===== config.mk =====
export PLATFORM = sky130hd
export DESIGN_NAME = multiplier_slave_flat
export DESIGN_NICKNAME = d
export VERILOG_FILES = /design/src/rtl/multiplier_pkg.sv /design/src/rtl/multiplier_slave_if.sv /design/src/rtl/multiplier_core.sv /design/src/rtl/multiplier_slave.sv /design/src/flat_wrapper.sv
export SDC_FILE = /design/constraint.sdc
export NUM_CORES = 1
export LEC_CHECK = 0
export CORE_MARGIN = 1.5
export CORE_UTILIZATION = 30
export DETAILED_ROUTE_END_ITERATION = 8
export MAX_ROUTING_LAYER = met4
export PLACE_DENSITY = 0.53
export SLEW_MARGIN = 10
export SYNTH_ARGS = -nofsm -noshare
export SYNTH_HDL_FRONTEND = slang
export SYNTH_SLANG_ARGS = --single-unit

===== constraint.sdc =====
create_clock -name clk -period 5.39 [get_ports clk]
set_clock_uncertainty 0.2 [all_clocks]
set_input_delay 1.617 -clock clk [delete_from_list [all_inputs] [get_ports clk]]
set_output_delay 1.617 -clock clk [all_outputs]
set_load 0.03 [all_outputs]

===== src/rtl/multiplier_pkg.sv =====
// Shared register offsets, STATUS bit positions and FSM encoding for the
// memory-mapped 64x64 shift-add multiplier.
package multiplier_pkg;

  localparam logic [3:0] ADDR_MCAND_L  = 4'h0;
  localparam logic [3:0] ADDR_MCAND_H  = 4'h1;
  localparam logic [3:0] ADDR_MPLIER_L = 4'h2;
  localparam logic [3:0] ADDR_MPLIER_H = 4'h3;
  localparam logic [3:0] ADDR_INTR_EN  = 4'h4;
  localparam logic [3:0] ADDR_OPSTART  = 4'h5;
  localparam logic [3:0] ADDR_OPCLEAR  = 4'h6;
  localparam logic [3:0] ADDR_STATUS   = 4'h7;
  localparam logic [3:0] ADDR_RESULT_L = 4'h8;
  localparam logic [3:0] ADDR_RESULT_H = 4'h9;

  localparam int STATUS_DONE = 0;
  localparam int STATUS_BUSY = 1;
  localparam int STATUS_OVF  = 2;

  typedef enum logic [1:0] {
    ST_IDLE = 2'b00,
    ST_EXEC = 2'b01,
    ST_DONE = 2'b10
  } state_e;

endpackage


===== src/rtl/multiplier_slave_if.sv =====
// Register-bus connection between a bus master and the multiplier slave:
// single-cycle select/write strobes, combinational read data, interrupt back.
interface multiplier_slave_if;
  logic        s_sel;
  logic        s_wr;
  logic [3:0]  s_addr;
  logic [31:0] s_din;
  logic [31:0] s_dout;
  logic        m_interrupt;

  modport slave  (input  s_sel, s_wr, s_addr, s_din, output s_dout, m_interrupt);
  modport master (output s_sel, s_wr, s_addr, s_din, input  s_dout, m_interrupt);
endinterface


===== src/rtl/multiplier_core.sv =====
// Radix-2 shift-add datapath: start latches operands, then exactly 64 steps.
// done is high during the 64th step; prod shows the accumulator value that edge loads.
module multiplier_core (
  input  logic         clk,
  input  logic         reset_n,
  input  logic         start,
  input  logic         clear,
  input  logic [63:0]  mcand,
  input  logic [63:0]  mplier,
  output logic         done,
  output logic [127:0] prod
);

  logic         run_q,    run_d;
  logic [5:0]   cnt_q,    cnt_d;
  logic [127:0] acc_q,    acc_d;
  logic [127:0] mcand_q,  mcand_d;
  logic [63:0]  mplier_q, mplier_d;

  always_comb begin
    run_d    = run_q;
    cnt_d    = cnt_q;
    acc_d    = acc_q;
    mcand_d  = mcand_q;
    mplier_d = mplier_q;
    done     = run_q && (cnt_q == 6'd63) && !clear;
    if (clear) begin
      run_d    = 1'b0;
      cnt_d    = '0;
      acc_d    = '0;
      mcand_d  = '0;
      mplier_d = '0;
    end else if (start) begin
      run_d    = 1'b1;
      cnt_d    = '0;
      acc_d    = '0;
      mcand_d  = {64'd0, mcand};
      mplier_d = mplier;
    end else if (run_q) begin
      if (mplier_q[0]) acc_d = acc_q + mcand_q;
      mcand_d  = mcand_q << 1;
      mplier_d = mplier_q >> 1;
      cnt_d    = cnt_q + 6'd1;
      // counter wraps to 0 on the last step, leaving it ready for the next run
      if (cnt_q == 6'd63) run_d = 1'b0;
    end
    prod = acc_d;
  end

  always_ff @(posedge clk or negedge reset_n) begin
    if (!reset_n) begin
      run_q    <= 1'b0;
      cnt_q    <= '0;
      acc_q    <= '0;
      mcand_q  <= '0;
      mplier_q <= '0;
    end else begin
      run_q    <= run_d;
      cnt_q    <= cnt_d;
      acc_q    <= acc_d;
      mcand_q  <= mcand_d;
      mplier_q <= mplier_d;
    end
  end

endmodule


===== src/rtl/multiplier_slave.sv =====
// Bus slave wrapping the shift-add core: register decode, IDLE/EXEC/DONE FSM, interrupt.
// Writes land on the next edge; reads are combinational; DONE appears 64 edges after OPSTART.
module multiplier_slave
  import multiplier_pkg::*;
(
  input  logic               clk,
  input  logic               reset_n,
  multiplier_slave_if.slave  bus
);

  state_e       state_q,  state_d;
  logic [63:0]  mcand_q,  mcand_d;
  logic [63:0]  mplier_q, mplier_d;
  logic         ie_q,     ie_d;
  logic [63:0]  result_q, result_d;
  logic         ovf_q,    ovf_d;

  logic         wr_en, start, clear, core_done, busy, done;
  logic [127:0] core_prod;
  logic [31:0]  status;

  assign wr_en = bus.s_sel && bus.s_wr;
  assign start = wr_en && (bus.s_addr == ADDR_OPSTART) && bus.s_din[0] && (state_q == ST_IDLE);
  assign clear = wr_en && (bus.s_addr == ADDR_OPCLEAR) && bus.s_din[0];
  assign busy  = (state_q == ST_EXEC);
  assign done  = (state_q == ST_DONE);

  multiplier_core u_core (
    .clk     (clk),
    .reset_n (reset_n),
    .start   (start),
    .clear   (clear),
    .mcand   (mcand_q),
    .mplier  (mplier_q),
    .done    (core_done),
    .prod    (core_prod)
  );

  always_comb begin
    mcand_d  = mcand_q;
    mplier_d = mplier_q;
    ie_d     = ie_q;
    if (wr_en) begin
      case (bus.s_addr)
        ADDR_MCAND_L:  if (!busy) mcand_d[31:0]   = bus.s_din;
        ADDR_MCAND_H:  if (!busy) mcand_d[63:32]  = bus.s_din;
        ADDR_MPLIER_L: if (!busy) mplier_d[31:0]  = bus.s_din;
        ADDR_MPLIER_H: if (!busy) mplier_d[63:32] = bus.s_din;
        ADDR_INTR_EN:  ie_d = bus.s_din[0];
        default: ;
      endcase
    end
  end

  always_comb begin
    state_d  = state_q;
    result_d = result_q;
    ovf_d    = ovf_q;
    case (state_q)
      ST_IDLE: if (start) begin
        state_d  = ST_EXEC;
        result_d = '0;
        ovf_d    = 1'b0;
      end
      ST_EXEC: if (core_done) begin
        state_d  = ST_DONE;
        result_d = core_prod[63:0];
        ovf_d    = |core_prod[127:64];
      end
      ST_DONE: ;
      default: state_d = ST_IDLE;
    endcase
    // clear wins from any state, including an abort mid-EXEC
    if (clear) begin
      state_d  = ST_IDLE;
      result_d = '0;
      ovf_d    = 1'b0;
    end
  end

  always_comb begin
    status                = '0;
    status[STATUS_DONE]   = done;
    status[STATUS_BUSY]   = busy;
    status[STATUS_OVF]    = ovf_q;
    bus.s_dout            = '0;
    if (bus.s_sel && !bus.s_wr) begin
      case (bus.s_addr)
        ADDR_MCAND_L:  bus.s_dout = mcand_q[31:0];
        ADDR_MCAND_H:  bus.s_dout = mcand_q[63:32];
        ADDR_MPLIER_L: bus.s_dout = mplier_q[31:0];
        ADDR_MPLIER_H: bus.s_dout = mplier_q[63:32];
        ADDR_INTR_EN:  bus.s_dout = {31'd0, ie_q};
        ADDR_STATUS:   bus.s_dout = status;
        ADDR_RESULT_L: bus.s_dout = result_q[31:0];
        ADDR_RESULT_H: bus.s_dout = result_q[63:32];
        default:       bus.s_dout = '0;
      endcase
    end
    bus.m_interrupt = done && ie_q;
  end

  always_ff @(posedge clk or negedge reset_n) begin
    if (!reset_n) begin
      state_q  <= ST_IDLE;
      mcand_q  <= '0;
      mplier_q <= '0;
      ie_q     <= 1'b0;
      result_q <= '0;
      ovf_q    <= 1'b0;
    end else begin
      state_q  <= state_d;
      mcand_q  <= mcand_d;
      mplier_q <= mplier_d;
      ie_q     <= ie_d;
      result_q <= result_d;
      ovf_q    <= ovf_d;
    end
  end

endmodule


===== src/flat_wrapper.sv =====
// flat-port wrapper written by rule: the top's interface ports become plain ports
module multiplier_slave_flat import multiplier_pkg::*;
  (clk, reset_n, bus_s_sel, bus_s_wr, bus_s_addr, bus_s_din, bus_s_dout, bus_m_interrupt);
  multiplier_slave_if bus_i ();
  input  logic clk;
  input  logic reset_n;
  input wire logic [$bits(bus_i.s_sel)-1:0] bus_s_sel;
  input wire logic [$bits(bus_i.s_wr)-1:0] bus_s_wr;
  input wire logic [$bits(bus_i.s_addr)-1:0] bus_s_addr;
  input wire logic [$bits(bus_i.s_din)-1:0] bus_s_din;
  output wire logic [$bits(bus_i.s_dout)-1:0] bus_s_dout;
  output wire logic [$bits(bus_i.m_interrupt)-1:0] bus_m_interrupt;
  assign bus_i.s_sel = bus_s_sel;
  assign bus_i.s_wr = bus_s_wr;
  assign bus_i.s_addr = bus_s_addr;
  assign bus_i.s_din = bus_s_din;
  assign bus_s_dout = bus_i.s_dout;
  assign bus_m_interrupt = bus_i.m_interrupt;
  multiplier_slave u_core (.clk(clk), .reset_n(reset_n), .bus(bus_i));
endmodule

==> results.sh <==
export IMPL_clock_latency_ps=680
export IMPL_pre_cts_ws_ps=-66.94
export IMPL_antennaDiodeCount=0
export IMPL_power_leakage_uw=0.01665
export IMPL_fmax_ghz=0.1864
export IMPL_ctsHoldBuffers=0
export IMPL_cts_root_buf="clkbuf_16"
export IMPL_vias_per_cell=5.550
export IMPL_synth_distinct_cells=92
export IMPL_rows=118
export IMPL_ant_nets=0
export IMPL_coreArea_sq_um=103500
export IMPL_start_util=0.3026
export IMPL_drt_drc_violations_left=1
export IMPL_maxCapViolCount=0
export IMPL_cts_sinks=523
export IMPL_ys_seq_area_frac=0.4179
export IMPL_relSlewSlack=0.3371
export IMPL_p_per_area_nw_per_um2=453.7
export IMPL_fin_crit_ps=5364
export IMPL_syn_num_nets=3594
export IMPL_drt_iter0_drc=2588
export IMPL_violations="DRC"
export IMPL_irDropWorstVdd_v=0.0002802
export IMPL_hold_class="reg -> reg"
export IMPL_hold_path_startpoint="u_core.u_core.mplier_q[60]$_DFFE_PN0P_"
export IMPL_grt_overflow=0
export IMPL_cp_required_ps=3570
export IMPL_grt_use_total=0.2181
export IMPL_ys_flop_type="dfrtp_1"
export IMPL_wl_mm=114.8
export IMPL_die_height_microns=326.1
export IMPL_syn_area_sq_um=31320
export IMPL_yosys_warnings=0
export IMPL_final_common_cell="dfrtp_1"
export IMPL_async_reset_ff_frac=1.000
export IMPL_hold_viol=0
export IMPL_die_width_microns=326.1
export IMPL_port_buffers=72
export IMPL_reg2reg_from="u_core.u_core.acc_q[67]$_DFF_PN0_"
export IMPL_netlist_instances=3425
export IMPL_worst_slew_pin_slew_ps=986.8
export IMPL_finalMaxSlewViolations=0
export IMPL_place_hpwl_mm=86.43
export IMPL_cts_tree="done"
export IMPL_grt_pass1_wl_mm=175.4
export IMPL_worst_endpoint_arrival_ps=3550
export IMPL_hold_ws_ps=276.8
export IMPL_cts_buffers=59
export IMPL_crit_start="bus_s_addr[1]"
export IMPL_finalCritPeriodShare=0.9951
export IMPL_grt_antenna_before_repair=1
export IMPL_area_growth_pct=18.01
export IMPL_rsz0062_at_grt="yes"
export IMPL_setup_violations=0
export IMPL_setup_slack_ps=26.32
export IMPL_dp_cells=4815
export IMPL_vias=27378
export IMPL_num_fill_cells=10585
export IMPL_boundaryPins=73
export IMPL_synth_seq_cells=523
export IMPL_synth_edf_count=0
export IMPL_die_area_sq_um=106300
export IMPL_first_global_vias=26998
export IMPL_grt_max_degree=102
export IMPL_layoutNonFillerInstCount=4933
export IMPL_place_congestion=0.9759
export IMPL_crit_fanout=15
export IMPL_clkSlewWorstSetupHoldPaths_ps=60
export IMPL_wl_per_cell_microns=23.26
export IMPL_seq_area_sq_um=13090
export IMPL_p_total_uw=16770
export IMPL_drive_above_1_share=0.1399
export IMPL_drt_first_pass_iters=9
export IMPL_finalSetupTns_ps=0
export IMPL_cp_start_kind="input port"
export IMPL_clock_path_buffers=3
export IMPL_multiInputGateArea_sq_um=17400
export IMPL_final_cell_mix="dfrtp_1 (522), nand2_1 (500), a21oi_1 (352)"
export IMPL_critPathCaptureType="output port"
export IMPL_fin_nets=3676
export IMPL_avgSynthCellArea_sq_um=9.143
export IMPL_h_tree_depth=2
export IMPL_status="finished with violations"
export IMPL_criticalPathCategory="in -> out"
[timing repair]
| action | CTS | global route |
|---|---|---|
| pin swaps | 4 | 13 |
| setup buffers | 0 | 9 |
| setup endpoints to repair | 16 | 29 |
| gates cloned | 0 | 2 |
| resized for setup | 8 | 23 |
[power breakdown]
part	total, uW	switching [uW]	internal, uW
logic	6870	4370	2500
clock network	4220	1790	2420
registers	5670	867	4810
total	16800	7030	9730
[cells by family after synthesis]
logic type,after synthesis,synth area share
xor gates and xnor gates,110,0.03076
and+or+nand+nor,1049,0.1497
AOI/OAI and AO/OA,1015,0.2056
adders and majority gates,129,0.05178
muxes,333,0.1116
DFF,523,0.4179
buffers and inverters,266,0.03252
[stage by stage]
step / cell area, sq um / utilization
2_1_floorplan: 31320 / -
3_3_place_gp: 34750 / 0.3358
3_5_place_dp: 34750 / 0.3358
4_1_cts: 36790 / 0.3555
5_1_grt: 36960 / 0.3571
6_report: 36960 / 0.3571
[critical path, stage by stage]
cell             delay (ps)
clkdlybuf4s50_1         470
buf_6                   140
buf_4                   130
nand2b_4                 60
nor3_4                  290
buf_6                   230
a222oi_1                100
a21oi_1                 220
buf_4                   160
buf_12                  110
[cell usage after synthesis, types with 11 or more instances]
master	count	area (sq um)
o31ai_1	12	90.09
o211ai_1	16	120.1
clkbuf_1	193	724.4
inv_1	39	146.4
dfrtp_1	523	13090
nand3_1	41	205.2
xnor2_1	65	569.3
a21o_1	42	315.3
a22o_1	76	665.6
o21ai_0	290	1451
and2_1	16	100.1
nand4_1	79	494.2
or3_1	11	68.82
nor4_1	26	162.7
nand2_1	501	1881
o21a_1	18	135.1
ha_1	128	1602
buf_2	12	60.06
o21bai_1	23	172.7
buf_1	18	67.56
nor3_1	44	220.2
nor2_1	245	919.6
a222oi_1	56	560.5
nor2b_1	15	93.84
a21oi_1	352	1762
mux2_2	130	1464
a211oi_1	17	127.6
xor2_1	45	394.1
a31oi_1	17	106.4
mux2i_1	203	2032
and3_1	20	125.1
[metal layers]
metal / wire length [microns] / global-route usage / vias to the layer above / part of all wire
met2: 52810 / 0.3403 / 803 / 0.46
met1: 52850 / 0.2998 / 13749 / 0.46
li1: - / - / 12673 / -
met5: 0 / - / - / 0
met4: 2902 / 0.05501 / 0 / 0.025
met3: 6187 / 0.02545 / 153 / 0.054
[layout make-up]
type                            instances  area share
Clock inverter                         25    0.008803
Tap cell                             1380     0.04672
Timing Repair Buffer                  248     0.07001
Clock buffer                           82     0.04554
Multi-Input combinational cell       2636      0.4707
Sequential cell                       523      0.3542
Inverter                               39    0.003961
[path summary, 6_finish.rpt]
| path | end | slack, ps | cells after the start |
|---|---|---|---|
| worst max-delay path | bus_s_dout[9] | 30 | 10 |
| worst min-delay path | u_core.u_core.mplier_q[60]$_DFFE_PN0P_ | 280 | 2 |
| worst max register to register | u_core.ovf_q$_DFFE_PN0P_ | 190 | 17 |
| worst min register to register | u_core.u_core.mplier_q[60]$_DFFE_PN0P_ | 280 | 2 |
| max in group asynchronous | u_core.ie_q$_DFFE_PN0P_ | 3290 | 2 |
| min in group asynchronous | u_core.u_core.acc_q[91]$_DFF_PN0_ | 790 | 1 |
[registers in the layout (all words and copies together) (netlist names), 2 cells and up]
register                flops
u_core.u_core.mcand_q     128
u_core.state_q              2
u_core.mplier_q            64
u_core.u_core.acc_q       128
u_core.mcand_q             64
u_core.u_core.mplier_q     64
u_core.u_core.cnt_q         6
u_core.result_q            64
No activity file was read; power rests on OpenSTA's default activity.
